**src/rtl/pfd_digital_if.sv**
```systemverilog
// Bundle between the reference/feedback sources, the digital PFD and the loop filter.
// The master drives the sampled clocks; the slave (the PFD) returns UP/DN and the phase-error report.
interface pfd_digital_if #(
  parameter int unsigned CNT_W = 10
);
  logic             ref_in;
  logic             fb_in;
  logic             up;
  logic             dn;
  logic [CNT_W:0]   phase_err;
  logic             err_valid;
  logic             slip;

  modport master (
    output ref_in, fb_in,
    input  up, dn, phase_err, err_valid, slip
  );

  modport slave (
    input  ref_in, fb_in,
    output up, dn, phase_err, err_valid, slip
  );
endinterface

```
**src/rtl/pfd_digital.sv**
```systemverilog
// Digital phase-frequency detector: IDLE/UP/DN FSM with a signed phase-error count in clk cycles.
// Optional PFD_SYNC_EN adds a 2-flop synchronizer on ref_in and fb_in ahead of edge detection.
module pfd_digital #(
  parameter int unsigned CNT_W = 10
) (
  input  logic          clk,
  input  logic          rst,
  pfd_digital_if.slave  bus
);

  localparam int unsigned ERR_W = CNT_W + 1;
  localparam logic [CNT_W-1:0] CNT_MAX = '1;

  typedef enum logic [1:0] {
    IDLE = 2'd0,
    UP   = 2'd1,
    DN   = 2'd2
  } state_t;

  state_t             state, state_nxt;
  logic [CNT_W-1:0]   cnt, cnt_nxt, cnt_inc;
  logic [ERR_W-1:0]   err_nxt, err_pos, err_neg;
  logic               err_valid_nxt, slip_nxt;
  logic               ref_s, fb_s;
  logic               ref_q, ref_q2, fb_q, fb_q2;
  logic               ref_rise, fb_rise;

`ifdef PFD_SYNC_EN
  logic [1:0] ref_sync, fb_sync;

  always_ff @(posedge clk) begin
    if (rst) begin
      ref_sync <= '0;
      fb_sync  <= '0;
    end else begin
      ref_sync <= {ref_sync[0], bus.ref_in};
      fb_sync  <= {fb_sync[0], bus.fb_in};
    end
  end

  assign ref_s = ref_sync[1];
  assign fb_s  = fb_sync[1];
`else
  assign ref_s = bus.ref_in;
  assign fb_s  = bus.fb_in;
`endif

  // Rising-edge detection on the (synchronous) input samples
  always_ff @(posedge clk) begin
    if (rst) begin
      ref_q  <= 1'b0;
      ref_q2 <= 1'b0;
      fb_q   <= 1'b0;
      fb_q2  <= 1'b0;
    end else begin
      ref_q  <= ref_s;
      ref_q2 <= ref_q;
      fb_q   <= fb_s;
      fb_q2  <= fb_q;
    end
  end

  assign ref_rise = ref_q & ~ref_q2;
  assign fb_rise  = fb_q & ~fb_q2;

  always_ff @(posedge clk) begin
    if (rst) state <= IDLE;
    else     state <= state_nxt;
  end

  always_comb begin
    state_nxt = state;
    unique case (state)
      IDLE: begin
        if (ref_rise && !fb_rise)      state_nxt = UP;
        else if (fb_rise && !ref_rise) state_nxt = DN;
      end
      UP:      if (fb_rise && !ref_rise) state_nxt = IDLE;
      DN:      if (ref_rise && !fb_rise) state_nxt = IDLE;
      default: state_nxt = IDLE;
    endcase
  end

  assign cnt_inc = (cnt == CNT_MAX) ? cnt : cnt + CNT_W'(1);
  assign err_pos = {1'b0, cnt};
  assign err_neg = (~err_pos) + ERR_W'(1);

  // Counter, error report and slip strobe; a closing edge that coincides with a new lead reloads cnt
  always_comb begin
    cnt_nxt       = cnt;
    err_nxt       = bus.phase_err;
    err_valid_nxt = 1'b0;
    slip_nxt      = 1'b0;
    unique case (state)
      IDLE: begin
        cnt_nxt = '0;
        if (ref_rise && fb_rise) begin
          err_valid_nxt = 1'b1;
          err_nxt       = '0;
        end else if (ref_rise || fb_rise) begin
          cnt_nxt = CNT_W'(1);
        end
      end
      UP: begin
        if (fb_rise) begin
          err_valid_nxt = 1'b1;
          err_nxt       = err_pos;
          cnt_nxt       = ref_rise ? CNT_W'(1) : '0;
        end else begin
          slip_nxt = ref_rise;
          cnt_nxt  = cnt_inc;
        end
      end
      DN: begin
        if (ref_rise) begin
          err_valid_nxt = 1'b1;
          err_nxt       = err_neg;
          cnt_nxt       = fb_rise ? CNT_W'(1) : '0;
        end else begin
          slip_nxt = fb_rise;
          cnt_nxt  = cnt_inc;
        end
      end
      default: cnt_nxt = '0;
    endcase
  end

  always_ff @(posedge clk) begin
    if (rst) begin
      cnt           <= '0;
      bus.phase_err <= '0;
      bus.err_valid <= 1'b0;
      bus.slip      <= 1'b0;
    end else begin
      cnt           <= cnt_nxt;
      bus.phase_err <= err_nxt;
      bus.err_valid <= err_valid_nxt;
      bus.slip      <= slip_nxt;
    end
  end

  assign bus.up = (state == UP);
  assign bus.dn = (state == DN);

endmodule
```
**src/flat_wrapper.sv**
```systemverilog
// flat-port wrapper written by rule: the top's interface ports become plain ports
module pfd_digital_flat 
#(
  parameter int unsigned CNT_W = 10
)
  (clk, rst, bus_ref_in, bus_fb_in, bus_up, bus_dn, bus_phase_err, bus_err_valid, bus_slip);
  pfd_digital_if #(.CNT_W(CNT_W)) bus_i ();
  input  logic clk;
  input  logic rst;
  input wire logic [$bits(bus_i.ref_in)-1:0] bus_ref_in;
  input wire logic [$bits(bus_i.fb_in)-1:0] bus_fb_in;
  output wire logic [$bits(bus_i.up)-1:0] bus_up;
  output wire logic [$bits(bus_i.dn)-1:0] bus_dn;
  output wire logic [$bits(bus_i.phase_err)-1:0] bus_phase_err;
  output wire logic [$bits(bus_i.err_valid)-1:0] bus_err_valid;
  output wire logic [$bits(bus_i.slip)-1:0] bus_slip;
  assign bus_i.ref_in = bus_ref_in;
  assign bus_i.fb_in = bus_fb_in;
  assign bus_up = bus_i.up;
  assign bus_dn = bus_i.dn;
  assign bus_phase_err = bus_i.phase_err;
  assign bus_err_valid = bus_i.err_valid;
  assign bus_slip = bus_i.slip;
  pfd_digital #(.CNT_W(CNT_W)) u_core (.clk(clk), .rst(rst), .bus(bus_i));
endmodule
```
**config.mk**
```make
export PLATFORM = sky130hd
export DESIGN_NAME = pfd_digital_flat
export DESIGN_NICKNAME = d
export VERILOG_FILES = /design/src/rtl/pfd_digital_if.sv /design/src/rtl/pfd_digital.sv /design/src/flat_wrapper.sv
export SDC_FILE = /design/constraint.sdc
export NUM_CORES = 1
export LEC_CHECK = 0
export CAP_MARGIN = 5
export CORE_MARGIN = 8
export CORE_UTILIZATION = 50
export DETAILED_ROUTE_END_ITERATION = 10
export GPL_ROUTABILITY_DRIVEN = 1
export PLACE_DENSITY = 0.83
export RECOVER_POWER = 100
export SYNTH_ARGS = -nofsm -noshare
export SYNTH_HDL_FRONTEND = slang
export SYNTH_SLANG_ARGS = --single-unit
```
**constraint.sdc**
```tcl
create_clock -name clk -period 1.9 [get_ports clk]
set_input_delay 0.57 -clock clk [delete_from_list [all_inputs] [get_ports clk]]
set_output_delay 0.57 -clock clk [all_outputs]
set_load 0.1 [all_outputs]
```
# Word-level counts from Yosys, hierarchy flattened
# Index checks and enable logic that the tools add are counted.
# Widths: inputs -> output; s select.
dict set report word_totals {
  ff_bits 29
  input_bits 4
  output_inout_bits 15
}
dict set report classes {
  addsub 2
  n_eq_ne 9
  mux 24
  bitwise_logic 5
  n_reduce_logical 10
}
# cell n
set ops {}
lappend ops {{$mux 10} 4}
lappend ops {{$mux 11} 3}
lappend ops {{$pmux 11 s3} 1}
lappend ops {{$pmux 10 s3} 1}
lappend ops {{$add 11x1->11 const B} 1}
lappend ops {{$not 10->11} 1}
lappend ops {{$add 10x1->10 const B} 1}
lappend ops {{$eq 10x10->1 const B} 1}
lappend ops {{$ne 2x1->1 const B} 5}
lappend ops {{$mux 1} 8}
lappend ops {{$mux 2} 4}
lappend ops {{$pmux 2 s3} 1}
lappend ops {{$reduce_and 4->1} 1}
lappend ops {{$logic_and 1x1->1} 3}
lappend ops {{$ne 3x1->1 const B} 1}
lappend ops {{$pmux 1 s3} 1}
lappend ops {{$reduce_and 3->1} 1}
lappend ops {{$reduce_bool 3->1} 1}
lappend ops {{$and 1x1->1} 2}
lappend ops {{$eq 2x1->1 const B} 1}
lappend ops {{$eq 2x2->1 const B} 1}
lappend ops {{$logic_not 1->1} 2}
lappend ops {{$logic_not 2->1} 1}
lappend ops {{$not 1->1} 2}
lappend ops {{other kinds (2)} 2}

# Longest topological paths before layout
dict set report depth {
  depth_word 7
  ltp_mapped 7
  depth_no_buf 7
}

# Worst setup path after synthesis
# No wires, ideal clock.
dict set report synth_path {
  path_kind {register to register}
  startpoint {register u_core.state[0]}
  endpoint {register u_core.bus.phase_err[5]}
  setup_ns 0.086
  arrival_time_ns 2.236
  slack_ns -0.422
  path_stages_with_launch 8
  path_buffers 1
  path_cell_list {dfxtp_1 inv_1 ha_1 buf_2 nand2_1 a211o_1 and3_1 a211oi_1}
}
dict set report synth_between {
  elab_chain_len 3
}
# item line_no
set synth_lines {}
lappend synth_lines {{start: declaration} pfd_digital.sv:20} ;# state_t state, state_nxt;
lappend synth_lines {{start signal: assignment} pfd_digital.sv:68} ;# else state <= state_nxt;
lappend synth_lines {{$eq 2x2->1 *} --}
lappend synth_lines {{named net bus_dn} flat_wrapper.sv:13} ;# output wire logic [$bits(bus_i.dn)-1:0] bus_dn;
lappend synth_lines {{$ne 2x1->1 (no line) / $reduce_bool 3->1 (equally long branches)} --}
lappend synth_lines {{$reduce_and 4->1 (no line)} --}
lappend synth_lines {{end signal: assignment} pfd_digital.sv:136} ;# bus.phase_err <= err_nxt;
lappend synth_lines {{end: declaration} pfd_digital_if.sv:21} ;# output up, dn, phase_err, err_valid, slip
# Mark *: on every way through the listed nets, which the timed path passes. The rest lies on a longest branch.
# A chain may end at the register's enable or synchronous reset.

# Worst setup path in the final report
dict set report layout_path {
  startpoint {register u_core.state[1]}
  endpoint {output port bus_up}
}
dict set report layout_between {
  elab_chain_len 1
}
# item line_no
set layout_lines {}
lappend layout_lines {{$eq 2x1->1} pfd_digital.sv:142} ;# assign bus.up = (state == UP);
lappend layout_lines {{end: declaration} flat_wrapper.sv:12} ;# output wire logic [$bits(bus_i.up)-1:0] bus_up;
# No other way between the ends.

==> impl_metrics.tcl <==
set metrics [dict create \
    grt_max_degree 20 \
    worst_ep_required_time_ps 1330 \
    start_kind "register" \
    netlist.area_leader.share_pct 33.72 \
    h-tree-depth 2 \
    worstSetupPathType "register to output port" \
    ctsHoldBuffers 0 \
    clk_path_buf_depth 2 \
    synth_ff_type "dfxtp_1" \
    max_freq_mhz 540.7 \
    dp_cells 266 \
    async_reset_ff_share_pct 0 \
    ys_ff_latch 29 \
    routabilityCongestion 0.9252 \
    cts_buffers 5 \
    cp_slowest_cell "dfxtp_1" \
    place_area_sq_um 2148 \
    min_from "u_core.bus.phase_err[0]" \
    initial_core_util_pct 52.00 \
    hold_viol_final 0 \
    antenna_cells 0 \
    antenna_found_initial 0 \
    reg2reg_slack_ps 100 \
    p_int_w 0.0009999 \
    yosysMostFrequentCell "dfxtp_1" \
    drtIter0Drc 153 \
    grt_pass1_wl_um 7031 \
    combPwrFrac_pct 31.7 \
    seq_area_frac_synth_pct 33.72 \
    synthCells 204 \
    dieArea_sq_um 5577 \
    fp-row-count 21 \
    drive_gt1_share_pct 22.41 \
    hpwl_um 2940 \
    core_area_sq_um 3311 \
    die_w_um 74.68 \
    finClkSkew_ps 5.474 \
    report.final.slew_viol_count 0 \
    gr-usage-all-layers_pct 16.07 \
    synth_edf_count 0 \
    sequentialPowerShare_pct 41.3 \
    vias 1659 \
    grt_pass1_vias 1548 \
    cts_root_buffer "clkbuf_4" \
    powerDensity_nw_per_um2 785.1 \
    die_y_um 74.68 \
    pwr-share-clk_pct 26.9 \
    port_buffers 18 \
    clk-insertion-delay-late_ps 340 \
    r2r-end "u_core.bus.phase_err[4]" \
    cts_sinks 29 \
    ys_warn_count 0 \
    r2r_cells 7 \
    io_pins 19 \
    fin_util_pct 62.06 \
    critical_path_buf_inv_count 3 \
    layout-area-overhead-vs-synth_pct 19.33 \
    grt_setup_unrepaired "no" \
    synthTopCellsByArea "dfxtp_1 (34%), ha_1 (6.5%), a21oi_1 (4.9%)" \
    drtAntennaViolNets 0 \
    syn-num-nets 217 \
    cts_tree "built" \
    grt_overflow_total 0 \
    instances_no_fill 278 \
    cp_max_fo 14 \
    ir_worst_vdd_mv 0.4519 \
    outcome "complete, no violations" \
    final_area_sq_um 2054 \
    leakage_nw 0.7765 \
    fin_crit_sh_pct 97.33 \
    layout.nets 244 \
    syn_area_sq_um 1722 \
    fin_crit_ps 1849 \
    wl_per_cell_um 15.20 \
    critical_path.max_stage_delay_ps 330 \
    max_cap_viol_count 0 \
    arrival_ps 1280 \
    synth_top_area_cell "dfxtp_1" \
    min_path_cells 2 \
    setup_viol_count_final 0 \
    routed_wl_um 4226 \
    fin_tns_setup_ps 0 \
    swShare_pct 38.01 \
    hold_path.class "register to register" \
    synth_cell_types 52 \
    maxSlewHeadroom_pct 63.57 \
    vias_per_cell 5.968 \
    min_to "u_core.bus.phase_err[0]" \
    p_total_w 0.001613 \
    cp_top_family "buffers and inverters" \
    worst_slew_pin_slew_ps 548.8 \
    drc 0 \
    dr.pass1.iters 4 \
    cp-end-kind "output port" \
    synth_common_cells "dfxtp_1 (29), nor2_1 (20), a21oi_1 (17)" \
    path_cells "inv_2, ha_4, buf_6, buf_12" \
    crit-reg2reg-launch "u_core.state[0]" \
    path_clk_slew_ps 90 \
    fillerInstances 304 \
    power_switching_w 0.0006131 \
    syn_avg_cell_area_sq_um 8.439 \
]
## repair_timing
action                     4_1_cts  5_1_grt
gates resized for setup          7        2
setup buffers                    0        4
setup endpoints to repair        2        3
pin swaps                        0        1
## sequential cells by signal, summed over array words and instances, names as in the netlist
name and count:
u_core.fb_q 1, u_core.ref_q 1, u_core.bus.err_valid 1, u_core.ref_q2 1
u_core.bus.slip 1, u_core.bus.phase_err 11, u_core.cnt 10, u_core.fb_q2 1
u_core.state 2
## per-stage QoR
step	setup slack (ps)	hold slack, ps
2_1_floorplan	14.22	483.7
3_3_place_gp	150.3	493.6
3_5_place_dp	94.74	498.6
4_1_cts	0.03209	514.4
5_1_grt	7.273	491.2
6_report	50.69	482.3
## worst min-delay path, cell delays in order (launching register included)
cell,delay (ps)
dfxtp_1,320
o21ai_0,60
a21oi_1,60
## layout by cell type (no fill, tap or decap), drive strengths merged, types with 7 or more instances in the layout
cell / count
nand3: 9
nor3: 7
ha: 9
dfxtp: 29
nand4: 7
buf: 16
nor2: 20
nand2: 9
inv: 9
clkbuf: 23
a21oi: 17
## cell type report
cell class                      instances  area (sq um)  share of cell area (%)
Clock buffer                            7         65.06                   3.167
Tap cell                               46         57.56                   2.801
Clock inverter                          1         5.005                  0.2436
Inverter                                9         33.78                   1.644
Timing Repair Buffer                   35         256.5                   12.48
Sequential cell                        29         583.1                   28.38
Multi-Input combinational cell        151          1054                   51.28
## cells by family after synthesis
logic type / synth area share, %
AOI/OAI and AO/OA: 23.77
buffers and inverters: 6.250
DFF: 33.72
xor gates and xnor gates: 1.526
adders and majority gates: 6.541
and+or+nand+nor: 26.45
muxes: 1.744
## power by group through the flow
stage	registers, W	logic [W]	clock network, W
6_report	0.000667	0.000512	0.000435
5_1_grt	0.000671	0.000544	0.000476
4_1_cts	0.000679	0.000582	0.000446
3_5_place_dp	0.000692	0.000573	0
3_3_place_gp	0.000690	0.000562	0
2_1_floorplan	0.000850	0.000211	0
## layer usage
| layer | GRT usage (%) | routed length [um] |
|---|---|---|
| met1 | 19.49 | 1979 |
| met2 | 25.27 | 1905 |
| met3 | 5.326 | 256 |
| met4 | 6.957 | 84 |
| met5 | 0 | 0 |
## how the worst max path moves through the flow
stage | start | endpoint | slack [ps] | cells after the start
2_1_floorplan | u_core.state[0] | u_core.bus.phase_err[0] | 10 | 6
3_3_place_gp | rst | u_core.cnt[0] | 150 | 4
3_5_place_dp | u_core.state[0] | u_core.bus.phase_err[6] | 90 | 6
4_1_cts | u_core.state[1] | bus_up | 0.03 | 4
5_1_grt | u_core.state[1] | bus_up | 7 | 4
6_report | u_core.state[1] | bus_up | 50 | 4
(Power assumes the default switching activity.)
